===== config.mk =====
export PLATFORM = sky130hd
export DESIGN_NAME = axi_mem_arbiter
export DESIGN_NICKNAME = d
export VERILOG_FILES = /design/src/rtl/axi_mem_arbiter.sv
export SDC_FILE = /design/constraint.sdc
export NUM_CORES = 1
export LEC_CHECK = 0
export ABC_AREA = 1
export CAP_MARGIN = 30
export CORE_UTILIZATION = 41
export DETAILED_ROUTE_END_ITERATION = 6
export GPL_ROUTABILITY_DRIVEN = 0
export PLACE_DENSITY = 0.91
export SYNTH_ARGS = -nofsm -noshare
export SYNTH_HDL_FRONTEND = slang
export SYNTH_SLANG_ARGS = --single-unit

===== constraint.sdc =====
create_clock -name M_AXI_ACLK -period 4.1 [get_ports M_AXI_ACLK]
set_input_delay 0.41 -clock M_AXI_ACLK [delete_from_list [all_inputs] [get_ports M_AXI_ACLK]]
set_output_delay 0.41 -clock M_AXI_ACLK [all_outputs]
set_load 0.01 [all_outputs]

===== src/rtl/axi_mem_arbiter.sv =====
// Purpose: shares one simple-command AXI master between the fetch unit (read-only) and the load/store unit.
// Latency: request seen in IDLE -> command pulse next cycle -> *_rvalid one cycle after m_done (min 3 cycles + master).
// Backpressure: one transaction in flight; losing/waiting requesters see *_stall until their rvalid pulse.
// Build option: define AXI_ARB_RR_EN for round-robin arbitration; otherwise the LSU wins every tie.
module axi_mem_arbiter #(
    parameter int ADDR_W         = 32,
    parameter int DATA_W         = 32,
    parameter int TIMEOUT_CYCLES = 255
) (
    input  logic                M_AXI_ACLK,
    input  logic                M_AXI_ARESETN,
    input  logic                if_req,
    input  logic [ADDR_W-1:0]   if_addr,
    output logic                if_rvalid,
    output logic [DATA_W-1:0]   if_rdata,
    output logic                if_stall,
    input  logic                ls_req,
    input  logic                ls_we,
    input  logic [ADDR_W-1:0]   ls_addr,
    input  logic [DATA_W-1:0]   ls_wdata,
    input  logic [DATA_W/8-1:0] ls_wstrb,
    output logic                ls_rvalid,
    output logic [DATA_W-1:0]   ls_rdata,
    output logic                ls_stall,
    output logic                bus_err,
    output logic                m_ren,
    output logic                m_wen,
    output logic [ADDR_W-1:0]   m_addr,
    output logic [DATA_W-1:0]   m_wdata,
    output logic [DATA_W/8-1:0] m_wstrb,
    input  logic                m_done,
    input  logic [DATA_W-1:0]   m_rdata
);
    localparam int          STRB_W      = DATA_W / 8;
    localparam logic [15:0] TIMEOUT_VAL = 16'(TIMEOUT_CYCLES);
    localparam logic        OWN_IF      = 1'b0;
    localparam logic        OWN_LS      = 1'b1;

    typedef enum logic [2:0] {
        S_IDLE,
        S_ISSUE,
        S_WAIT,
        S_RESP,
        S_DRAIN
    } state_t;

    state_t              state_q, state_d;
    logic [ADDR_W-1:0]   addr_q, addr_d;
    logic [DATA_W-1:0]   wdata_q, wdata_d;
    logic [STRB_W-1:0]   wstrb_q, wstrb_d;
    logic                we_q, we_d;
    logic                owner_q, owner_d;
    logic [DATA_W-1:0]   data_q, data_d;
    logic                err_q, err_d;
    logic                drain_q, drain_d;
    logic [15:0]         wdog_q, wdog_d;
    logic                grant_ls;

`ifdef AXI_ARB_RR_EN
    logic last_owner_q, last_owner_d;

    // Round-robin: on a tie, the port that did not win the previous grant goes first.
    always_comb begin
        grant_ls     = ls_req && (!if_req || (last_owner_q == OWN_IF));
        last_owner_d = last_owner_q;
        if ((state_q == S_IDLE) && (if_req || ls_req)) begin
            last_owner_d = grant_ls ? OWN_LS : OWN_IF;
        end
    end

    // Last-winner register; starts at IF so the first tie goes to the LSU.
    always_ff @(posedge M_AXI_ACLK or posedge M_AXI_ARESETN) begin
        if (M_AXI_ARESETN) begin
            last_owner_q <= OWN_IF;
        end else begin
            last_owner_q <= last_owner_d;
        end
    end
`else
    // Fixed priority: any LSU request beats a fetch.
    always_comb begin
        grant_ls = ls_req;
    end
`endif

    // Next-state logic: grant in IDLE only, one command pulse, wait with watchdog, respond, optionally drain.
    always_comb begin
        state_d = state_q;
        addr_d  = addr_q;
        wdata_d = wdata_q;
        wstrb_d = wstrb_q;
        we_d    = we_q;
        owner_d = owner_q;
        data_d  = data_q;
        err_d   = err_q;
        drain_d = drain_q;
        wdog_d  = wdog_q;
        case (state_q)
            S_IDLE: begin
                if (if_req || ls_req) begin
                    if (grant_ls) begin
                        owner_d = OWN_LS;
                        addr_d  = ls_addr;
                        wdata_d = ls_wdata;
                        wstrb_d = ls_wstrb;
                        we_d    = ls_we;
                    end else begin
                        owner_d = OWN_IF;
                        addr_d  = if_addr;
                        wdata_d = '0;
                        wstrb_d = '0;
                        we_d    = 1'b0;
                    end
                    data_d  = '0;
                    err_d   = 1'b0;
                    drain_d = 1'b0;
                    state_d = S_ISSUE;
                end
            end
            S_ISSUE: begin
                wdog_d  = '0;
                state_d = S_WAIT;
            end
            S_WAIT: begin
                // A completion arriving in the timeout cycle still counts as a normal completion.
                if (m_done) begin
                    data_d  = we_q ? '0 : m_rdata;
                    err_d   = 1'b0;
                    state_d = S_RESP;
                end else if (wdog_q >= TIMEOUT_VAL) begin
                    data_d  = '0;
                    err_d   = 1'b1;
                    drain_d = 1'b1;
                    state_d = S_RESP;
                end else if (wdog_q != 16'hFFFF) begin
                    wdog_d = wdog_q + 16'd1;
                end
            end
            S_RESP: begin
                state_d = drain_q ? S_DRAIN : S_IDLE;
            end
            S_DRAIN: begin
                // The master still owes a completion for the timed-out command; swallow it.
                if (m_done) begin
                    drain_d = 1'b0;
                    state_d = S_IDLE;
                end
            end
            default: begin
                state_d = S_IDLE;
            end
        endcase
    end

    // State and transaction registers; reset aborts any transaction silently.
    always_ff @(posedge M_AXI_ACLK or posedge M_AXI_ARESETN) begin
        if (M_AXI_ARESETN) begin
            state_q <= S_IDLE;
            addr_q  <= '0;
            wdata_q <= '0;
            wstrb_q <= '0;
            we_q    <= 1'b0;
            owner_q <= OWN_IF;
            data_q  <= '0;
            err_q   <= 1'b0;
            drain_q <= 1'b0;
            wdog_q  <= '0;
        end else begin
            state_q <= state_d;
            addr_q  <= addr_d;
            wdata_q <= wdata_d;
            wstrb_q <= wstrb_d;
            we_q    <= we_d;
            owner_q <= owner_d;
            data_q  <= data_d;
            err_q   <= err_d;
            drain_q <= drain_d;
            wdog_q  <= wdog_d;
        end
    end

    assign m_ren     = (state_q == S_ISSUE) && !we_q;
    assign m_wen     = (state_q == S_ISSUE) && we_q;
    assign m_addr    = addr_q;
    assign m_wdata   = wdata_q;
    assign m_wstrb   = wstrb_q;
    assign if_rvalid = (state_q == S_RESP) && (owner_q == OWN_IF);
    assign ls_rvalid = (state_q == S_RESP) && (owner_q == OWN_LS);
    assign if_rdata  = if_rvalid ? data_q : '0;
    assign ls_rdata  = ls_rvalid ? data_q : '0;
    assign bus_err   = (state_q == S_RESP) && err_q;
    assign if_stall  = if_req && !if_rvalid;
    assign ls_stall  = ls_req && !ls_rvalid;

endmodule


* Yosys cells after proc, flatten, opt, wreduce, memory -nomap -nowiden
Index checks and enable logic that the tools add are counted.
** Storage, ports and cells
- Bits in registers :: 123
- Input bits :: 138
- Output and inout port bits :: 139
** Operators by class
- Bitwise gates (word level) :: 1
- Equality and inequality tests :: 12
- Reduce and logical (&&, ||, !) cells :: 20
- Add/sub/neg operators :: 1
- Multiplexer cells :: 29
- $lt $le $gt $ge :: 1
** Operators by type and width (count)
- $mux W32 :: 8
- $pmux W32 S2 :: 1
- $mux W16 :: 3
- $pmux W16 S2 :: 1
- $add A16 B1 Y16 const B :: 1
- $ge A16 B8 Y1 const B :: 1
- $ne A16 B16 Y1 const B :: 1
- $mux W3 :: 5
- $pmux W3 S5 :: 1
- $ne A2 B2 Y1 const B :: 6
- $logic_and A1 B1 Y1 :: 7
- $mux W1 :: 7
- $eq A3 B2 Y1 const B :: 2
- $reduce_and A3 Y1 :: 2
- $reduce_and A5 Y1 :: 1
- $mux W4 :: 1
- $reduce_and A4 Y1 :: 1
- $reduce_bool A2 Y1 :: 2
- $eq A3 B1 Y1 const B :: 1
- $eq A3 B3 Y1 const B :: 1
- $logic_not A1 Y1 :: 3
- $logic_not A3 Y1 :: 1
- $ne A3 B3 Y1 const B :: 1
- $pmux W1 S3 :: 1
- 5 further kinds :: 5

* Logic depth before layout (Yosys ltp)
Gate-level depths: netlist of run 1.
- Word-level depth :: 5
- Gate-level depth with buffers :: 9

* Worst setup path after synthesis of run 1
OpenSTA, ideal clock, no wires.
- Path kind :: register to output
- Start point :: reg state_q[2]
- End point :: out ls_rdata[10]
- Cell stages (with the launch flop) :: 7
- Arrival :: 1.426 ns
- Slack :: 2.264 ns
- Path through :: dfrtp_1 > nor3_2 > inv_1 > nor2_1 > inv_1 > buf_1 > nor2_1
** On the way
- Cells in the longest elaborated chain, start to end :: 3
** Ends and longest elaborated chain
- start, declared :: RTL line 47 : state_t state_q, state_d;
- start signal, assigned :: RTL line 169 : state_q <= state_d;
- $eq A3 B2 Y1 :: RTL line 188 : assign ls_rvalid = (state_q == S_RESP) && (owner_q == OWN_LS);
- $logic_and A1 B1 Y1 :: RTL line 188
- net ls_rvalid :: RTL line 22 : output logic ls_rvalid,
- $mux W32 :: RTL line 190 : assign ls_rdata = ls_rvalid ? data_q : '0;
- end, declared :: RTL line 23 : output logic [DATA_W-1:0] ls_rdata,
The timed path passes the listed nets, and every way through them passes these cells.

* Final worst setup path of run 1
- Start point :: reg state_q[2]
- End point :: out ls_rdata[7]
** On the way
- Cells in the longest elaborated chain, start to end :: 3
** Ends and longest elaborated chain (RTL line)
- $eq A3 B2 Y1 :: 188
- $logic_and A1 B1 Y1 :: 188
- $mux W32 :: 190
No other way between the ends.

==> flow_summary_export.csv, run 1 <==
group,metric,value,unit
global_route,grt.total_usage,23.9,%
floorplanning,ios,277,
hold_path,min_to,"m_wdata[12]",
sta,fin_worst_skew,0.00940,ns
sta,fmax,321,MHz
drt,initialDrtViolationCount,282,
placement,dp_hpwl,12.0,mm
sta,rsz0062_at_grt,"false",
setup_path,cp-end-kind,"output pin",
sta,period_minus_slack,3.11,ns
setup_path,crit_type,"register to output pin",
global_route,grt_overflow_total,0,
sta,slew_violations,0,
setup_path,critPathTopFamily,"buffers and inverters",
yosys,ys_ff_latch,123,
clock_tree,cts-buffers-inserted,17,
setup_path,cp_num_buf_inv,3,
sta,max-slew-margin-rel,31.7,%
hold_path,hp-class,"register to register",
clock_tree,cts_setup_buffers,0,
drt,drt_wl_total,16.6,mm
sta,timing.final.crit_share,76.0,%
floorplanning,num_rows,42,
setup_path,r2r_end,"data_q[22]",
floorplanning,start_util,42.5,%
final_layout,n_antenna_cell,0,
setup_path,cpPeakStageDelay,0.58,ns
final_layout,layout_commonest_cell,"clkdlybuf4s50_1",
drt,via_count,5673,
final_layout,regArea,3080,sq um
setup_path,required,3.69,ns
clock_tree,ctsRootBufferMaster,"clkbuf_16",
yosys,syn_area_per_cell,7.76,sq um
yosys,synth_fp_nets,873,
sta,setup_viol,0,
placement,detailedPlace.worstSlack,1.43,ns
pwr,pwr-share-comb,39.3,%
yosys,synth_cells,734,
sta,final.setup.tns,0,ns
yosys,synth.cell_area,5700,sq um
final_layout,area_growth,60.5,%
global_route,grt_max_degree,88,
setup_path,timing.rr.start,"wdog_q[0]",
pwr,powerDensity,604,nW/um^2
placement,portBuffers,276,
yosys,synth.distinct_cells,23,
global_route,antenna_found_initial,0,
clock_tree,h-tree-depth,4,
final_layout,final_area,9150,sq um
drt,drtPass1Iterations,5,
clock_tree,cts.repair.resized,0,
final_layout,layout-drive-gt1-share,4.96,%
yosys,yosys_warnings,0,
floorplanning,core,13400,sq um
setup_path,startpoint_type,"register",
pwr,cellLeakagePower,4.17,nW
setup_path,r2r_setup_slack,1.70,ns
final_layout,fillCellCount,1068,
pwr,power.internal,3.51,mW
yosys,synth_top_area_share,54.0,%
pwr,seq_power_share,33.9,%
drt,drt.antenna.violating_nets,0,
sta,finalHoldViolations,0,
placement,dpl_cell_area,8560,sq um
status,status,"finished, final reports clean",
sta,timing.final.ws_setup,0.986,ns
hold_path,hp-start,"m_wdata[12]",
final_layout,multiInputGateArea,2110,sq um
setup_path,cp.arrival,2.70,ns
setup_path,cpMaxStageDelayCell,"clkdlybuf4s50_1",
global_route,grt_pass1_wl,26.8,mm
sta,hold_slack,0.479,ns
hold_path,min_path_cells,2,
pwr,swShare,36.4,%
clock_tree,clock_latency,0.41,ns
yosys,yosysTopAreaCell,"dfrtp_1",
final_layout,post-route-util,68.2,%
clock_tree,hold_buffers,0,
sta,tightestPinTransition,1.02,ns
global_route,first_global_vias,5488,
yosys,yosysSeqAreaShare,54.0,%
pwr,p_clk_share,26.7,%
drt,vias_per_cell,4.79,
floorplanning,dieWidth,120,um
setup_path,crit_chain,"nor3_2, inv_1, nor2_1, inv_1, nor2_1, clkdlybuf4s50_1",
pwr,p_sw,2.01,mW
clock_tree,clock_sink_count,123,
setup_path,cp-startpoint,"state_q[2]",
clock_tree,clk_pin_slew,0.06,ns
drt,wl_per_cell,14.0,um
yosys,ys_top_cells_by_area,"dfrtp_1 54%, nand2_1 14%, o21ai_0 8.1%",
clock_tree,cts_tree,"done",
final_layout,nets,1135,
final_layout,final_cell_mix,"275 x clkdlybuf4s50_1, 218 x nand2_1, 123 x dfrtp_1",
pwr,vdd_drop_max,0.352,mV
clock_tree,clockBufferDepth,2,
setup_path,ff2ff_path_depth,8,
run,maxCapViolCount,0,
setup_path,path_max_fanout,33,
floorplanning,die_h,120,um
floorplanning,die_area,14400,sq um
drt,drc_errors,0,
tightest hold or removal path, stage by stage (launching register included):
cell and delay, ns:
dfrtp_1 0.34, nand2_1 0.06, nand2_1 0.05
kinds of logic after synthesis:
logic type	after synthesis	share of synthesized area [%]
compound gates	111	10.2
buf+inv	127	8.90
fa+ha+maj	1	0.220
flops	123	54.0
xor+xnor	2	0.308
simple gates	370	26.4
registers in the layout, summed over array words and instances, names as in the netlist:
register,flops
m_wstrb,4
wdog_q,16
err_q,1
m_wdata,32
state_q,3
owner_q,1
data_q,32
we_q,1
m_addr,32
drain_q,1
worst max-delay path by stage:
stage              endpoint  slack, ns  depth (start not counted)
2_1_floorplan     data_q[0]       0.42                          1
3_3_place_gp       ls_stall       1.48                          8
3_5_place_dp       ls_stall       1.43                          8
4_1_cts         ls_rdata[7]       0.99                          6
5_1_grt        ls_rdata[24]       0.71                          6
6_report        ls_rdata[7]       0.99                          6
metal layers:
layer	GRT usage, %	vias up	part of all wire [%]
met5	0	-	0
li1	-	2801	-
met1	27.0	2622	39
met4	7.27	0	1.7
met3	7.32	19	7.2
met2	42.8	231	52
final cells by class:
type,count,share of cell area [%]
Sequential cell,123,33.7
Timing Repair Buffer,283,30.8
Multi-Input combinational cell,484,23.1
Clock buffer,17,4.65
Inverter,87,3.60
Tap cell,176,2.41
Clock inverter,15,1.78
power groups by stage:
stage	Sequential [mW]	Combinational [mW]	Clock [mW]
floorplan	1.99	0.973	0
global placement	1.87	2.10	0
detailed placement	1.88	2.19	0
CTS	1.87	2.20	1.51
global route	1.92	2.38	1.56
finish	1.87	2.17	1.48
per-stage QoR:
step	std cells	total power, mW
6_report	1185	5.52
3_3_place_gp	1152	3.97
4_1_cts	1185	5.58
3_5_place_dp	1153	4.07
2_1_floorplan	734	2.96
5_1_grt	1185	5.86
cell usage after synthesis:
library cell,instances
o21ai_1,8
a21boi_0,8
nand2_2,1
buf_4,3
a21oi_1,1
o21bai_1,2
xor2_1,2
nand2_1,218
o21ai_0,92
nor2_1,90
buf_1,3
ha_1,1
dfrtp_1,123
inv_2,4
nand3_1,54
nand4_1,2
nor3_4,2
inv_1,83
buf_2,15
nor3b_1,1
clkbuf_1,19
nor3_2,1
nor2_2,1
(Power assumes the default switching activity.)
==> run 2: changes to the inputs <==
- clock period: 4.1 -> 3.2 ns (I/O delays scaled with it)
==> flow_summary_export.csv, run 2 (same netlist as run 1, synthesis figures left out) <==
group,metric,value,unit
floorplanning,dieWidth,120,um
global_route,grt_pass1_wl,27.1,mm
setup_path,startpoint_type,"register",
final_layout,area_growth,61.8,%
sta,fmax,344,MHz
floorplanning,start_util,42.5,%
floorplanning,num_rows,42,
clock_tree,hold_buffers,0,
drt,initialDrtViolationCount,314,
global_route,grt_max_degree,101,
clock_tree,h-tree-depth,4,
global_route,first_global_vias,5525,
clock_tree,clk_pin_slew,0.05,ns
final_layout,post-route-util,68.8,%
drt,drtPass1Iterations,5,
drt,drt_wl_total,16.7,mm
final_layout,n_antenna_cell,0,
sta,setup_viol,0,
clock_tree,ctsRootBufferMaster,"clkbuf_16",
final_layout,final_area,9220,sq um
placement,dp_hpwl,11.9,mm
clock_tree,cts_tree,"done",
final_layout,fillCellCount,1056,
placement,dpl_cell_area,8590,sq um
clock_tree,cts-buffers-inserted,17,
final_layout,regArea,3080,sq um
drt,drc_errors,0,
drt,via_count,5642,
setup_path,cp.arrival,2.59,ns
global_route,grt_overflow_total,0,
final_layout,layout-drive-gt1-share,4.76,%
final_layout,multiInputGateArea,2110,sq um
floorplanning,core,13400,sq um
pwr,vdd_drop_max,0.395,mV
setup_path,required,2.88,ns
final_layout,layout_commonest_cell,"clkdlybuf4s50_1",
clock_tree,cts_setup_buffers,0,
sta,fin_worst_skew,0.00765,ns
pwr,powerDensity,785,nW/um^2
final_layout,nets,1135,
clock_tree,clockBufferDepth,2,
sta,finalHoldViolations,0,
hold_path,hp-class,"input pin to register",
final_layout,final_cell_mix,"275 x clkdlybuf4s50_1, 218 x nand2_1, 123 x dfrtp_1",
pwr,cellLeakagePower,4.19,nW
drt,vias_per_cell,4.76,
sta,timing.final.crit_share,91.0,%
setup_path,path_max_fanout,33,
sta,final.setup.tns,0,ns
sta,period_minus_slack,2.91,ns
floorplanning,ios,277,
floorplanning,die_h,120,um
global_route,grt.total_usage,24.4,%
sta,tightestPinTransition,0.943,ns
setup_path,cp-end-kind,"output pin",
clock_tree,clock_sink_count,123,
drt,drt.antenna.violating_nets,0,
drt,wl_per_cell,14.1,um
sta,slew_violations,0,
clock_tree,cts.repair.resized,0,
run,maxCapViolCount,0,
global_route,antenna_found_initial,0,
setup_path,crit_type,"register to output pin",
placement,portBuffers,276,
sta,max-slew-margin-rel,37.1,%
floorplanning,die_area,14400,sq um
status,status,"finished, final reports clean",
sta,rsz0062_at_grt,"false",
clock_tree,clock_latency,0.42,ns
[run 2: cell count changes in the layout (fill, tap and decap cells not counted), sizes merged]
cell and delta:
clkbuf +4, clkinvlp +2, bufinv +2, inv -5, clkinv -3
[run 2: path summary, 6_finish.rpt]
| check | startpoint | endpoint | cells past startpoint | slack (ns) |
|---|---|---|---|---|
| max | state_q[2] | ls_rdata[1] | 6 | 0.29 |
| min | ls_req | owner_q | 3 | 0.26 |
| max reg2reg | wdog_q[0] | data_q[10] | 8 | 0.84 |
| min reg2reg | m_wdata[20] | m_wdata[20] | 2 | 0.48 |
| max in group asynchronous | M_AXI_ARESETN | m_addr[15] | 3 | 2.10 |
| min in group asynchronous | M_AXI_ARESETN | data_q[4] | 2 | 0.41 |
[run 2: report_power, final]
group          total [mW]  switching, mW  internal (mW)
registers            2.40          0.288           2.11
clock network        2.03          0.690           1.34
logic                2.80           1.55           1.24
total                7.23           2.53           4.70
[run 2: routing by layer]
| layer | vias to the layer above | share of wire [%] | track usage, % |
|---|---|---|---|
| li1 | 2794 | - | - |
| met1 | 2590 | 39 | 27.3 |
| met2 | 232 | 51 | 42.2 |
| met3 | 26 | 7.7 | 7.79 |
| met4 | 0 | 2.3 | 10.9 |
| met5 | - | 0 | 0 |
[run 2: worst max-delay path, stage by stage, from the launching register on]
cell and delay, ns:
dfrtp_1 0.45, nor3_2 0.23, inv_1 0.09, nor2_1 0.12
inv_1 0.40, nor2_1 0.27, clkdlybuf4s50_1 0.60
[run 2: area by class of cell]
| type | count | share of cell area (%) |
|---|---|---|
| flip-flops and latches | 123 | 33.4 |
| inverters | 87 | 3.58 |
| clock buffers | 21 | 5.00 |
| well taps | 176 | 2.39 |
| repair buffers | 283 | 30.9 |
| clock inverters | 11 | 1.81 |
| multi-input cells | 484 | 22.9 |
[run 2: metrics by stage]
stage	setup WS (ns)	instances	hold WS, ns	power, mW
2_1_floorplan	1.37	734	0.441	3.80
3_5_place_dp	0.710	1153	0.465	5.22
5_1_grt	0.133	1185	0.287	7.67
4_1_cts	0.271	1185	0.253	7.29
6_report	0.289	1185	0.263	7.23
3_3_place_gp	0.832	1153	0.461	5.12
==> run 3: changes to the inputs <==
- GPL_TIMING_DRIVEN: default -> 0
==> flow_summary_export.csv, run 3 (same netlist as run 1, synthesis figures left out) <==
group,metric,value,unit
global_route,grt.total_usage,26.3,%
drt,drc_errors,0,
sta,timing.final.crit_share,92.3,%
drt,via_count,5930,
placement,dp_hpwl,13.4,mm
placement,dpl_cell_area,8740,sq um
clock_tree,clockBufferDepth,2,
sta,tightestPinTransition,0.732,ns
clock_tree,clock_latency,0.42,ns
clock_tree,ctsRootBufferMaster,"clkbuf_16",
final_layout,n_antenna_cell,0,
floorplanning,ios,277,
setup_path,crit_type,"input pin to output pin",
pwr,power.total,7.41,mW
drt,drt_wl_total,17.8,mm
sta,finalHoldViolations,0,
sta,final.setup.tns,0,ns
setup_path,r2r_setup_slack,1.29,ns
floorplanning,dieWidth,120,um
sta,period_minus_slack,2.95,ns
setup_path,ff2ff_path_depth,9,
drt,vias_per_cell,4.86,
final_layout,final_area,9380,sq um
sta,hold_slack,0.389,ns
sta,max-slew-margin-rel,51.1,%
final_layout,fillCellCount,1037,
setup_path,startpoint_type,"input pin",
clock_tree,clk_pin_slew,0.06,ns
floorplanning,start_util,42.5,%
clock_tree,hold_buffers,0,
status,status,"finished, final reports clean",
clock_tree,cts_setup_buffers,0,
drt,drtPass1Iterations,6,
setup_path,required,2.88,ns
sta,rsz0062_at_grt,"false",
hold_path,hp-class,"input pin to asynchronous set/reset pin",
setup_path,r2r_end,"data_q[12]",
global_route,antenna_found_initial,0,
sta,fin_worst_skew,0.00679,ns
setup_path,timing.rr.start,"wdog_q[0]",
final_layout,final_cell_mix,"276 x clkdlybuf4s50_1, 218 x nand2_1, 123 x dfrtp_1",
setup_path,cp-end-kind,"output pin",
clock_tree,cts-buffers-inserted,17,
sta,fmax,339,MHz
sta,timing.final.ws_setup,0.247,ns
pwr,vdd_drop_max,0.474,mV
clock_tree,clock_sink_count,123,
final_layout,layout_commonest_cell,"clkdlybuf4s50_1",
drt,initialDrtViolationCount,335,
drt,wl_per_cell,14.6,um
placement,detailedPlace.worstSlack,0.286,ns
setup_path,cp.arrival,2.63,ns
floorplanning,num_rows,42,
pwr,powerDensity,790,nW/um^2
global_route,grt_overflow_total,0,
sta,setup_viol,0,
sta,slew_violations,0,
setup_path,path_max_fanout,10,
clock_tree,h-tree-depth,4,
floorplanning,die_h,120,um
pwr,cellLeakagePower,4.28,nW
final_layout,area_growth,64.7,%
global_route,grt_pass1_wl,28.9,mm
placement,portBuffers,276,
global_route,grt_max_degree,40,
global_route,first_global_vias,5829,
drt,drt.antenna.violating_nets,0,
floorplanning,die_area,14400,sq um
floorplanning,core,13400,sq um
clock_tree,cts.repair.resized,0,
final_layout,layout-drive-gt1-share,5.93,%
run,maxCapViolCount,0,
clock_tree,cts_tree,"done",
final_layout,nets,1171,
-- run 3: changes by cell type in the layout (fill, tap and decap cells not counted) --
| cell | delta |
|---|---|
| buf_1 | +3 |
| buf_2 | +14 |
| buf_4 | -1 |
| bufinv_16 | +1 |
| clkbuf_1 | +18 |
| clkbuf_8 | -1 |
| clkdlybuf4s50_1 | +1 |
| clkinv_2 | +3 |
| clkinvlp_4 | -2 |
-- run 3: report_power, final --
part           total, mW  switching (mW)  internal [mW]
logic               2.93            1.62           1.31
registers           2.40           0.287           2.11
clock network       2.08           0.682           1.39
-- run 3: per-stage QoR --
step                      utilization, %  instances
after detailed placement            65.2       1189
after CTS                           70.0       1221
after floorplan                        -        734
final                               70.0       1221
after global routing                70.0       1221
after global placement              64.8       1186
-- run 3: cell type report --
type,instances,area (sq um),area share (%)
inverters,87,330,3.52
repair buffers,279,2820,30.1
clock inverters,13,196,2.09
multi-input cells,484,2110,22.5
clock buffers,19,443,4.72
flip-flops and latches,123,3080,32.8
well taps,176,220,2.35
plain buffers,40,180,1.92
-- run 3: how the worst max path moves through the flow --
| stage | slack (ns) | startpoint | endpoint | cells after the start |
|---|---|---|---|---|
| floorplan | 1.37 | M_AXI_ARESETN | data_q[0] | 1 |
| global placement | 0.21 | M_AXI_ARESETN | m_addr[22] | 2 |
| detailed placement | 0.29 | ls_req | ls_stall | 6 |
| CTS | 0.30 | ls_req | ls_stall | 6 |
| global route | 0.18 | ls_req | ls_stall | 6 |
| finish | 0.25 | ls_req | ls_stall | 6 |
-- run 3: critical path: stages --
cell             delay, ns
clkdlybuf4s50_1       0.67
clkbuf_1              0.51
clkbuf_1              0.42
nand2_1               0.10
inv_1                 0.06
clkdlybuf4s50_1       0.55
-- run 3: per-layer routing --
layer  routed length, um  GRT usage (%)
met1                6740           28.9
met2                9000           45.7
met3                1410           8.70
met4                 697           12.0
met5                   0              0
